$ cat config.mk
export PLATFORM = sky130hd
export DESIGN_NAME = matrix_pixel_streamer
export DESIGN_NICKNAME = d
export VERILOG_FILES = /design/src/rtl/matrix_pixel_streamer_pkg.sv /design/src/rtl/matrix_pixel_streamer_pixel_index_map.sv /design/src/rtl/matrix_pixel_streamer.sv
export SDC_FILE = /design/constraint.sdc
export NUM_CORES = 1
export LEC_CHECK = 0
export BUFFER_PORTS_ARGS = -buffer_cell sky130_fd_sc_hd__buf_2
export CORE_ASPECT_RATIO = 0.5
export CORE_MARGIN = 2
export CORE_UTILIZATION = 45
export CTS_BUF_LIST = sky130_fd_sc_hd__clkbuf_16
export DETAILED_ROUTE_END_ITERATION = 12
export GPL_TIMING_DRIVEN = 0
export HOLD_SLACK_MARGIN = 0.05
export PLACE_DENSITY = 0.79
export SLEW_MARGIN = 20
export SYNTH_ARGS = -nofsm -noshare
export SYNTH_HDL_FRONTEND = slang
export SYNTH_HIERARCHICAL = 1
export SYNTH_SLANG_ARGS = --single-unit
$ cat constraint.sdc
create_clock -name clk -period 2.8 [get_ports clk]
set_input_delay 0.56 -clock clk [delete_from_list [all_inputs] [get_ports clk]]
set_output_delay 0.56 -clock clk [all_outputs]
set_load 0.05 [all_outputs]
$ cat src/rtl/matrix_pixel_streamer_pkg.sv
// Shared types and constants for the occupancy-matrix to LED-chain streamer.
package matrix_pixel_streamer_pkg;

    localparam int PANEL_DIM   = 16;
    localparam int PIXEL_COUNT = PANEL_DIM * PANEL_DIM;

    // One LED word in WS2812 wire order: green, red, blue.
    typedef logic [23:0] grb_t;

    typedef enum logic [1:0] {
        ST_IDLE,
        ST_STREAM,
        ST_LATCH
    } streamer_state_t;

endpackage

$ cat src/rtl/matrix_pixel_streamer_pixel_index_map.sv
// Maps a linear chain position onto the panel's row/column, honouring
// serpentine wiring where odd rows are laid right-to-left.
module matrix_pixel_streamer_pixel_index_map
    import matrix_pixel_streamer_pkg::*;
#(
    parameter bit SERPENTINE = 1'b1
) (
    input  logic [7:0] idx,
    output logic [3:0] row,
    output logic [3:0] col
);

    // Upper nibble selects the row, lower nibble the position along it.
    always_comb begin
        row = idx[7:4];
        col = (SERPENTINE && idx[4]) ? (4'd15 - idx[3:0]) : idx[3:0];
    end

endmodule

$ cat src/rtl/matrix_pixel_streamer.sv
// Snapshots the 16x16 occupancy matrix on request and streams 256 GRB words
// in panel wiring order over valid/ready, then holds a latch gap so the LED
// chain commits the frame before signalling frame_done.
module matrix_pixel_streamer
    import matrix_pixel_streamer_pkg::*;
#(
    parameter grb_t ON_COLOR     = 24'h10_10_10,
    parameter grb_t OFF_COLOR    = 24'h00_00_00,
    parameter bit   SERPENTINE   = 1'b1,
    parameter int   LATCH_CYCLES = 3000
) (
    input  logic clk,
    input  logic rst_n,
    input  logic matrix [PANEL_DIM-1:0][PANEL_DIM-1:0],
    input  logic frame_req,
    output logic pixel_valid,
    input  logic pixel_ready,
    output grb_t pixel_data,
    output logic pixel_last,
    output logic busy,
    output logic frame_done
);

    localparam int         CW       = (LATCH_CYCLES > 2) ? $clog2(LATCH_CYCLES) : 1;
    localparam logic [7:0] LAST_IDX = 8'(PIXEL_COUNT - 1);

    streamer_state_t          state;
    logic [7:0]               idx;
    logic [CW-1:0]            latch_cnt;
    logic                     pending;
    logic [PIXEL_COUNT-1:0]   snap;
    logic [PIXEL_COUNT-1:0]   matrix_flat;
    logic [7:0]               next_idx;
    logic [3:0]               map_row;
    logic [3:0]               map_col;
    logic                     next_bit;

    function automatic grb_t pick(input logic occupied);
        return occupied ? ON_COLOR : OFF_COLOR;
    endfunction

    // Flatten the live matrix so a snapshot is a single register load.
    always_comb begin
        matrix_flat = '0;
        for (int r = 0; r < PANEL_DIM; r++) begin
            for (int c = 0; c < PANEL_DIM; c++) begin
                matrix_flat[{4'(r), 4'(c)}] = matrix[r][c];
            end
        end
    end

    // The word after the current one is prepared ahead so that a transfer
    // can be followed by the next pixel without a bubble.
    always_comb begin
        next_idx = idx + 8'd1;
        next_bit = snap[{map_row, map_col}];
    end

    matrix_pixel_streamer_pixel_index_map #(
        .SERPENTINE(SERPENTINE)
    ) u_index_map (
        .idx(next_idx),
        .row(map_row),
        .col(map_col)
    );

    // Frame sequencer with registered handshake and status outputs. Pixel 0
    // is always row 0 column 0 (row 0 is never reversed), so it is taken
    // straight from the live matrix on the snapshot edge.
    always_ff @(posedge clk or negedge rst_n) begin
        if (!rst_n) begin
            state       <= ST_IDLE;
            idx         <= '0;
            latch_cnt   <= '0;
            pending     <= 1'b0;
            snap        <= '0;
            pixel_valid <= 1'b0;
            pixel_data  <= '0;
            pixel_last  <= 1'b0;
            busy        <= 1'b0;
            frame_done  <= 1'b0;
        end else begin
            frame_done <= 1'b0;
            case (state)
                ST_IDLE: begin
                    if (frame_req) begin
                        snap        <= matrix_flat;
                        idx         <= '0;
                        pixel_valid <= 1'b1;
                        pixel_data  <= pick(matrix_flat[0]);
                        pixel_last  <= 1'b0;
                        busy        <= 1'b1;
                        state       <= ST_STREAM;
                    end
                end
                ST_STREAM: begin
                    if (frame_req) begin
                        pending <= 1'b1;
                    end
                    if (pixel_valid && pixel_ready) begin
                        if (idx == LAST_IDX) begin
                            pixel_valid <= 1'b0;
                            pixel_last  <= 1'b0;
                            latch_cnt   <= CW'(LATCH_CYCLES - 1);
                            frame_done  <= (LATCH_CYCLES == 1);
                            state       <= ST_LATCH;
                        end else begin
                            idx        <= next_idx;
                            pixel_data <= pick(next_bit);
                            pixel_last <= (next_idx == LAST_IDX);
                        end
                    end
                end
                ST_LATCH: begin
                    if (latch_cnt == '0) begin
                        if (pending || frame_req) begin
                            pending     <= 1'b0;
                            snap        <= matrix_flat;
                            idx         <= '0;
                            pixel_valid <= 1'b1;
                            pixel_data  <= pick(matrix_flat[0]);
                            pixel_last  <= 1'b0;
                            state       <= ST_STREAM;
                        end else begin
                            busy  <= 1'b0;
                            state <= ST_IDLE;
                        end
                    end else begin
                        if (frame_req) begin
                            pending <= 1'b1;
                        end
                        latch_cnt  <= latch_cnt - CW'(1);
                        frame_done <= (latch_cnt == CW'(1));
                    end
                end
                default: begin
                    pixel_valid <= 1'b0;
                    busy        <= 1'b0;
                    state       <= ST_IDLE;
                end
            endcase
        end
    end

endmodule

-- Yosys cells after proc, flatten, opt, wreduce, memory -nomap -nowiden
Cells that the tools add are included.
- add/subtract/negate cells: 3
- magnitude comparators: 1
- equality and inequality tests: 14
- mux-type cells: 51
- bitwise logic cells: 1
- reductions and logical operators: 15
- operator list (operator ; number):
    256-bit 2-to-1 mux ; 3
    256-bit one-hot mux with 2 select lines ; 1
    24-bit 2-to-1 mux ; 5
    24-bit one-hot mux with 3 select lines ; 1
    21-bit 2-to-1 mux ; 2
    8-bit 2-to-1 mux ; 5
    12-bit 2-to-1 mux ; 3
    12-bit one-hot mux with 2 select lines ; 1
    8-bit one-hot mux with 3 select lines ; 1
    1-bit 2-to-1 mux ; 18
    8-bit == test (second input constant) ; 2
    2-bit inequality test (second input constant) ; 8
    4-bit AND reduction ; 4
    12-bit by 1-bit == test with 1-bit output (second input constant) ; 1
    12-bit logical NOT ; 1
    12-bit by 1-bit subtractor with 12-bit output (second input constant) ; 1
    5-bit AND reduction ; 2
    8-bit by 9-bit less-than comparator with 1-bit output (second input constant) ; 1
    1-bit one-hot mux with 3 select lines ; 3
    8-bit by 1-bit adder with 8-bit output (second input constant) ; 1
    1-bit binary-select mux with 8-bit select ; 1
    2-bit 2-to-1 mux ; 4
    2-bit one-hot mux with 3 select lines ; 1
    6-bit AND reduction ; 1
    other kinds (13) ; 14
- register bits after elaboration: 307
- output and inout port bits: 28

-- Logic depth before layout (Yosys ltp)
Gate-level depths: netlist of run 1.
- depth in word-level cells: 9
- gate-level depth with buffers: 14
- mapped depth without buffers: 11

-- Modules after synthesis
The synthesis of run 1 kept the hierarchy.
- by module, submodules not included (module ; instances ; cells an instance ; area an instance (um^2)):
    matrix_pixel_streamer ; 1 ; 916 ; 13528.0
    matrix_pixel_streamer_pixel_index_map ; 1 ; 8 ; 65.1

-- Least setup slack after synthesis of run 1
OpenSTA, ideal clock, no wires.
- kind: flip-flop to flip-flop
- start: reg idx[0]
- end: reg pixel_data[12]
- data arrival time: 2.992 ns
- data required time: 2.669 ns
- setup slack: -0.323 ns
- cell stages (with the launch flop): 13
- buffers on the path: 1
- cell sequence: dfrtp_1 ha_1 nand3_1 xor2_1 inv_1 xor2_1 buf_6 mux4_2 mux4_2 mux2i_1 nand4b_1 o211ai_1 o31ai_2
- RTL lines (what ; RTL line ; source):
    from (decl) ; matrix_pixel_streamer.sv:28 ; logic [7:0] idx;
    from (signal assigned) ; matrix_pixel_streamer.sv:108 ; idx <= next_idx;
    8-bit by 1-bit adder with 8-bit output ; matrix_pixel_streamer.sv:55 ; next_idx = idx + 8'd1;
    net next_idx[4] ; matrix_pixel_streamer.sv:33 ; logic [7:0] next_idx;
    4-bit 2-to-1 mux ; matrix_pixel_streamer_pixel_index_map.sv:16 ; col = (SERPENTINE && idx[4]) ? (4'd15 - idx[3:0]) : idx[3:0];
    net map_col[1] ; matrix_pixel_streamer.sv:35 ; logic [3:0] map_col;
    1-bit binary-select mux with 8-bit select ; matrix_pixel_streamer.sv:56 ; next_bit = snap[{map_row, map_col}];
    1-bit 2-to-1 mux (not written as such) ; matrix_pixel_streamer.sv:56 ;
    21-bit 2-to-1 mux ; matrix_pixel_streamer.sv:39 ; return occupied ? ON_COLOR : OFF_COLOR;
    24-bit 2-to-1 mux ; matrix_pixel_streamer.sv:101 ; if (idx == LAST_IDX) begin
    24-bit 2-to-1 mux ; matrix_pixel_streamer.sv:100 ; if (pixel_valid && pixel_ready) begin
    24-bit one-hot mux with 3 select lines ; matrix_pixel_streamer.sv:84 ; case (state)
    to (signal assigned) ; matrix_pixel_streamer.sv:90 ; pixel_data <= pick(matrix_flat[0]);
    to (signal assigned) ; matrix_pixel_streamer.sv:109 ; pixel_data <= pick(next_bit);
    to (signal assigned) ; matrix_pixel_streamer.sv:121 ; pixel_data <= pick(matrix_flat[0]);
    to (decl) ; matrix_pixel_streamer.sv:18 ; output grb_t pixel_data,
The timed path passes the listed nets, and every way through them passes these cells. The select of a mux whose other input is x is not followed.
A chain may end at the register's enable or synchronous reset.

-- Worst setup path in the final report of run 1
Same ends and word-level chain as after synthesis.

==> results of run 1 <==
## registers in the layout (all words and copies together), names as in the netlist
name         count
latch_cnt       12
pixel_data       1
pixel_valid      1
pending          1
busy             1
pixel_last       1
frame_done       1
snap           256
state            2
idx              8
## through the flow
| stage | utilization (%) | total power (uW) | setup WS [ns] |
|---|---|---|---|
| after floorplan | - | 10200 | -0.0752 |
| after global placement | 52.9 | 11800 | -3.72 |
| after detailed placement | 53.3 | 12000 | -0.815 |
| after CTS | 56.9 | 16000 | -0.315 |
| after global routing | 57.4 | 16900 | -0.414 |
| final | 57.4 | 16100 | -0.351 |
## power breakdown
| group | total [uW] | leakage, uW | switching (uW) | internal, uW |
|---|---|---|---|---|
| sequential | 6230 | 0.00334 | 733 | 5500 |
| clock | 3710 | 0.000466 | 1590 | 2120 |
| combinational | 6130 | 0.00381 | 2900 | 3230 |
## how the worst max path moves through the flow
stage                        from                    endpoint  slack (ns)  cells after the start
6_report       idx[0]$_DFFE_PN0P_  pixel_data[12]$_DFFE_PN0P_       -0.35                     12
5_1_grt        idx[0]$_DFFE_PN0P_  pixel_data[12]$_DFFE_PN0P_       -0.41                     12
4_1_cts        idx[0]$_DFFE_PN0P_  pixel_data[12]$_DFFE_PN0P_       -0.31                     12
3_5_place_dp   idx[0]$_DFFE_PN0P_  pixel_data[12]$_DFFE_PN0P_       -0.81                     14
3_3_place_gp                rst_n       snap[128]$_DFFE_PN0P_       -3.72                      1
2_1_floorplan  idx[1]$_DFFE_PN0P_  pixel_data[12]$_DFFE_PN0P_       -0.08                     12
## layer usage
layer  vias to the layer above  share of wire, %
met5                         -                 0
met4                         0               3.2
met3                        75               3.8
met2                       252                53
met1                      4751                40
li1                       4075                 -
## cells by family (layout without fill, tap and decap cells)
kind of cell,count (synthesis),count (layout),share of synthesized area (%)
xor+xnor,17,17,1.10
fa+ha+maj,5,5,0.460
buf+inv,93,429,5.08
flops,284,284,52.3
other cells,1,42,0.0276
compound gates,72,72,3.78
mux,343,343,33.3
simple gates,109,109,4.01
## layout make-up
cell class	count	share of cell area [%]
clock inverters	23	1.21
multi-input cells	567	35.6
flip-flops and latches	284	42.2
clock buffers	27	4.01
repair buffers	286	9.24
well taps	391	2.90
inverters	13	0.341
plain buffers	80	4.21
diodes	21	0.312
## cells in the final DEF (no fill, tap or decap), types with 9 or more instances in the layout
cell	n
a21oi_1	10
buf_2	271
buf_4	59
buf_6	18
clkbuf_16	27
conb_1	21
dfrtp_1	282
diode_2	21
inv_1	16
mux2_1	257
mux2i_1	25
mux4_1	9
mux4_2	49
nand2_1	32
nand3_1	14
nor2_1	20
nor3_1	10
o21ai_0	13
o221ai_1	9
## timing repair
item                                    4_1_cts  5_1_grt
setup buffers                                10        5
pin swaps                                     3        5
gates resized for setup                      25       19
endpoints found under the hold margin        22        0
hold buffers                                  1        0
endpoints found under the setup margin        1      101
gates cloned                                  1        0
==> run_results.csv, run 1 <==
group,metric,value,unit
run_status,violations,"negative setup slack",
die,fp.dieW,250,microns
setup_path,max_stage_delay,0.54,ns
sta,drv_slew,0,
drt,vias_per_cell,5.41,
global_route,grt_util_met2,40.1,%
sta,fmax,0.317,GHz
setup_path,worst_setup_path_end_kind,"flop",
final_layout,finalNetCount,1524,
place,gp_congestion,0.824,
synthesis,synth_area_leaders,"dfrtp_1 52%, mux2_1 21%, mux4_2 8.0%, buf_4 2.5%, mux4_1 1.9%",
final_layout,drive_above_1_share,37.4,%
flow_run,cap_violations,0,
global_route,grt_max_degree,91,
die,initial_utilization,46.3,%
clock_tree,cts_made_buffers,27,
setup_path,worstSetupStartpointType,"flop",
synthesis,synthArstFlopShare,100,%
setup_path,crit_path_cell_trace,"ha_4, nand3_4, xor2_4, inv_4, xor2_4, buf_6, mux4_2, mux4_2, mux2i_1, nand4b_1, o211ai_1, o31ai_2",
setup_path,r2r_slack,-0.35,ns
sta,hold_violations,0,
place,portBuffers,266,
clock_tree,path_clk_slew,0.07,ns
synthesis,synth_edf_count,0,
clock_tree,tritoncts,"built",
sta,holdWs,0.220,ns
die,core-area,29300,sq um
pwr,p_per_area,953,nW/um^2
setup_path,r2r-start,"idx[0]$_DFFE_PN0P_",
drt,final_antenna_net_count,0,
drt,routed-via-count,9153,
synthesis,netlist.top_cell.by_area,"dfrtp_1",
final_layout,regArea,7110,sq um
setup_path,timing.rr.end,"pixel_data[12]$_DFFE_PN0P_",
place,dpl.hpwl,26300,microns
clock_tree,cts.sinks,284,
drt,drt-initial-drc-count,503,
sta,setup-tns-final,-0.351,ns
sta,worst-slew-pin-transition,0.699,ns
sta,period_share,113,%
synthesis,synth_ff_type,"dfrtp_1",
setup_path,crit_buf_inv,2,
final_layout,num-fill-cells,2326,
setup_path,reg2reg_depth,12,
drt,route.detailed.drc,0,
setup_path,critPathKind,"flop to flop",
final_layout,multiInputGateArea,6000,sq um
hold_path,min_delay_path_depth,2,
hold_path,hp-class,"primary input to flop",
die,rows,44,
global_route,grt_pass1_vias,9946,
die,ioPinCount,288,
setup_path,crit_required,3.23,ns
global_route,top_usage_layer,"met2",
sta,finalCriticalPeriod,3.15,ns
hold_path,hp-start,"matrix[169]",
synthesis,synth_top_area_share,52.3,%
pwr,leakage,0.00761,uW
synthesis,yosysSeqAreaShare,52.3,%
global_route,grt-ovfl-total,0,
global_route,grt_pass1_wl,54600,microns
run_status,outcome,"finished, violations left",
global_route,met1_usage,27.1,%
synthesis,synthTopCellsByCount,"284 x dfrtp_1, 257 x mux2_1, 48 x mux4_2",
synthesis,synthesis.area,13600,sq um
synthesis,syn_area_per_cell,14.7,sq um
clock_tree,clock-root-buffer,"clkbuf_16",
sta,setup_viol,1,
final_layout,fin_cells,1692,
global_route,grt_util_met3,3.39,%
drt,drtPass1Iterations,5,
clock_tree,clk_latency,0.55,ns
synthesis,yosysMostFrequentCell,"dfrtp_1",
final_layout,syn_to_final_growth,24.0,%
clock_tree,cts_max_path_buffers,3,
sta,max_slew_margin,53.4,%
place,placed_cell_area,15600,sq um
die,die_h,127,microns
drt,routed_wl,35300,microns
synthesis,synth_warnings,6,
synthesis,yosysUniqueCellTypes,60,
sta,worst_slack,-0.351,ns
setup_path,crit_family,"multiplexers",
synthesis,syn_inst,924,
drt,routedWlPerCell,20.9,microns
clock_tree,htreeDepth,1,
sta,rsz0062_at_grt,"true",
setup_path,arrival,3.58,ns
synthesis,yosys_register_bits,284,
setup_path,crit_path_max_fanout,5,
global_route,antenna_found_initial,19,
final_layout,fin_area,16900,sq um
setup_path,cp_slowest_cell,"mux4_2",
hold_path,hold_end,"snap[169]$_DFFE_PN0P_",
pwr,ir_drop,0.000479,V
global_route,grt.total_usage,22.3,%
sta,fin_skew,0.00982,ns
place,dp_cells,1604,
die,die-area,31700,sq um
Power figures use the tool's default switching activity.
==> inputs of run 2 (changes only) <==
--- a/config.mk
+++ b/config.mk
@@ -13,9 +13,9 @@
 export DETAILED_ROUTE_END_ITERATION = 12
 export GPL_TIMING_DRIVEN = 0
 export HOLD_SLACK_MARGIN = 0.05
-export PLACE_DENSITY = 0.79
+export PLACE_DENSITY = 0.76
+export SETUP_SLACK_MARGIN = 0.02
 export SLEW_MARGIN = 20
 export SYNTH_ARGS = -nofsm -noshare
 export SYNTH_HDL_FRONTEND = slang
-export SYNTH_HIERARCHICAL = 1
 export SYNTH_SLANG_ARGS = --single-unit
==> constraint.sdc (replaced) <==
create_clock -name clk -period 3.7 [get_ports clk]
set_input_delay 0.74 -clock clk [delete_from_list [all_inputs] [get_ports clk]]
set_output_delay 0.74 -clock clk [all_outputs]
set_load 0.05 [all_outputs]
==> run 2 against run 1 <==
The run now ends clean. Worst hold slack got worse by 0.14 ns. Via count up 47%. Flip-flop and latch count unchanged. Fmax down 14%. Register-to-register slack gained 0.39 ns. Largest cell class unchanged. Critical endpoint unchanged. Die area grew 5.4%. Critical path type unchanged.
==> run_results.csv, run 2 <==
group,metric,value,unit
synthesis,yosysSeqAreaShare,49.5,%
final_layout,regArea,7110,sq um
global_route,grt-ovfl-total,0,
clock_tree,htreeDepth,1,
setup_path,worst_setup_path_end_kind,"flop",
clock_tree,tritoncts,"built",
sta,fmax,0.273,GHz
sta,max_slew_margin,28.0,%
setup_path,worstSetupStartpointType,"flop",
sta,setup-tns-final,0,ns
clock_tree,clk_latency,0.56,ns
final_layout,regMostFlops,"snap",
sta,rsz0062_at_grt,"false",
synthesis,syn_area_per_cell,8.54,sq um
setup_path,reg2reg_depth,11,
sta,holdWs,0.0781,ns
die,initial_utilization,45.5,%
setup_path,crit_path_cell_trace,"ha_1, buf_2, nor2b_1, a2111oi_4, buf_4, clkbuf_1, buf_1, o21ai_0, o21ai_1, a31o_2, a31oi_1",
synthesis,netlist.top_cell.by_area,"dfrtp_1",
synthesis,yosys_register_bits,284,
clock_tree,clock-root-buffer,"clkbuf_16",
pwr,p_switching,7380,uW
global_route,antenna_found_initial,8,
final_layout,largest_register_ffs,256,
setup_path,timing.rr.end,"pixel_data[12]$_DFFE_PN0P_",
drt,route.detailed.drc,0,
synthesis,synth_area_leaders,"dfrtp_1 50%, nand2_1 23%, mux4_2 6.3%, mux2i_1 1.7%, clkbuf_1 1.5%",
pwr,sequentialPowerShare,32.5,%
synthesis,synth_top_area_share,49.5,%
setup_path,r2r-start,"idx[1]$_DFFE_PN0P_",
synthesis,synth_edf_count,0,
pwr,p_int,9500,uW
sta,period_share,99.0,%
drt,routedWlPerCell,19.3,microns
sta,hold_violations,0,
run_status,outcome,"finished, final reports clean",
drt,routed-via-count,13400,
setup_path,cp_slowest_cell,"buf_1",
global_route,grt_pass1_vias,13100,
die,core-area,31500,sq um
synthesis,syn_inst,1681,
sta,drv_slew,0,
die,rows,46,
synthesis,yosysMostFrequentCell,"nand2_1",
clock_tree,cts_made_buffers,27,
global_route,grt_pass1_wl,72900,microns
place,portBuffers,266,
sta,setup_viol,0,
sta,finalCriticalPeriod,3.66,ns
final_layout,num-fill-cells,2859,
global_route,grt_max_degree,98,
pwr,p_comb_share,51.0,%
final_layout,finalNetCount,2274,
synthesis,synth_ff_type,"dfrtp_1",
synthesis,synthTopCellsByCount,"872 x nand2_1, 284 x dfrtp_1, 59 x clkbuf_1",
final_layout,final_common_cell,"nand2_1",
setup_path,crit_family,"buffers and inverters",
die,fp.dieW,257,microns
synthesis,synthesis.area,14400,sq um
pwr,leakage,0.00910,uW
drt,final_antenna_net_count,0,
final_layout,drive_above_1_share,23.8,%
setup_path,r2r_slack,0.04,ns
clock_tree,path_clk_slew,0.07,ns
setup_path,crit_buf_inv,4,
die,die_h,130,microns
clock_tree,cts.sinks,284,
clock_tree,cts_max_path_buffers,3,
final_layout,fin_area,17700,sq um
final_layout,mostFrequentLayoutCells,"870 x nand2_1, 300 x buf_2, 284 x dfrtp_1",
drt,routed_wl,47800,microns
die,die-area,33400,sq um
setup_path,critPathKind,"flop to flop",
setup_path,crit_path_max_fanout,10,
global_route,grt.total_usage,28.4,%
drt,drtPass1Iterations,5,
pwr,clockPowerShare,16.5,%
sta,fin_skew,0.0147,ns
place,placed_cell_area,16400,sq um
setup_path,max_stage_delay,0.65,ns
sta,worst-slew-pin-transition,1.08,ns
pwr,ir_drop,0.000426,V
pwr,p_per_area,956,nW/um^2
setup_path,crit_required,4.13,ns
setup_path,startpoint,"idx[1]$_DFFE_PN0P_",
place,dpl.hpwl,35100,microns
final_layout,final_util,56.0,%
drt,drt-initial-drc-count,1590,
place,gp_congestion,0.985,
setup_path,arrival,4.09,ns
flow_run,cap_violations,0,
final_layout,reg.largest.list,"snap: 256 flops, latch_cnt: 12 flops, idx: 8 flops",
synthesis,yosysUniqueCellTypes,64,
final_layout,multiInputGateArea,6870,sq um
pwr,swShare,43.7,%
drt,vias_per_cell,5.43,
synthesis,synthArstFlopShare,100,%
synthesis,synth_warnings,0,
die,ioPinCount,288,
final_layout,syn_to_final_growth,23.0,%
hold_path,hp-class,"primary input to asynchronous set/reset pin",
==> run 2: cell count changes after synthesis, sizes merged, moves of 9 or more <==
cell,before,now
nand2,33,872
mux4,58,40
o21ai,15,36
mux2,259,8
nand4,3,14
nor3,11,25
nor2,20,34
clkbuf,5,60
a21oi,12,21
a31oi,4,17
==> run 2: how the worst max path moves through the flow <==
stage	endpoint	slack, ns	cells after the start
floorplan	pixel_data[12]$_DFFE_PN0P_	0.25	13
global placement	snap[114]$_DFFE_PN0P_	-3.35	1
detailed placement	pixel_data[12]$_DFFE_PN0P_	-1.54	13
CTS	pixel_data[12]$_DFFE_PN0P_	0.04	12
global route	pixel_data[12]$_DFFE_PN0P_	0.009	12
finish	pixel_data[12]$_DFFE_PN0P_	0.04	11
==> run 2: worst register-to-register path: stages (launching register included) <==
cell	delay [ns]
dfrtp_1	0.46
ha_1	0.23
buf_2	0.18
nor2b_1	0.19
a2111oi_4	0.30
buf_4	0.19
clkbuf_1	0.42
buf_1	0.65
o21ai_0	0.21
o21ai_1	0.38
a31o_2	0.23
a31oi_1	0.09
==> run 2: logic make-up (layout without fill, tap and decap cells) <==
family,after synthesis,in the layout,share of synthesized area [%]
simple gates,1022,1022,28.7
other cells,1,29,0.0261
compound gates,138,138,6.78
fa+ha+maj,4,4,0.349
buf+inv,138,467,4.62
xor+xnor,21,21,1.39
flops,284,284,49.5
mux,73,73,8.65
==> run 2: layout make-up <==
class | instances | area share (%)
flip-flops and latches | 284 | 40.2
inverters | 10 | 0.213
well taps | 432 | 3.06
clock inverters | 22 | 1.06
plain buffers | 128 | 4.00
multi-input cells | 1279 | 38.9
diodes | 8 | 0.113
repair buffers | 280 | 8.60
clock buffers | 27 | 3.83
==> run 2: metal layers <==
| layer | GRT usage, % | part of all wire, % | vias to the layer above |
|---|---|---|---|
| met5 | 0 | 0 | - |
| li1 | - | - | 6161 |
| met3 | 6.62 | 8.8 | 117 |
| met1 | 37.1 | 41 | 6520 |
| met4 | 10.5 | 3.7 | 0 |
| met2 | 47.0 | 47 | 621 |
==> run 2: repair_timing <==
item | in CTS | in global routing
buffers inserted | 7 | 3
gates cloned | 0 | 0
hold buffers | 0 | 0
pin swaps | 3 | 4
gates resized for setup | 47 | 32
setup endpoints to repair | 2 | 26
==> run 2: power by group through the flow <==
stage	logic (uW)	clock network (uW)	registers (uW)
2_1_floorplan	5540	0	5200
3_3_place_gp	7730	0	5430
3_5_place_dp	7910	0	5480
4_1_cts	8360	2810	5430
5_1_grt	9370	2930	5610
6_report	8610	2790	5480
==> run 2: per-stage QoR <==
step                      worst slack [ns]  total power [uW]  cells
after floorplan                      0.254             10700   1701
after global placement               -3.35             13200   2399
after detailed placement             -1.54             13400   2403
after CTS                           0.0352             16600   2459
after global routing               0.00871             17900   2470
final                               0.0370             16900   2470
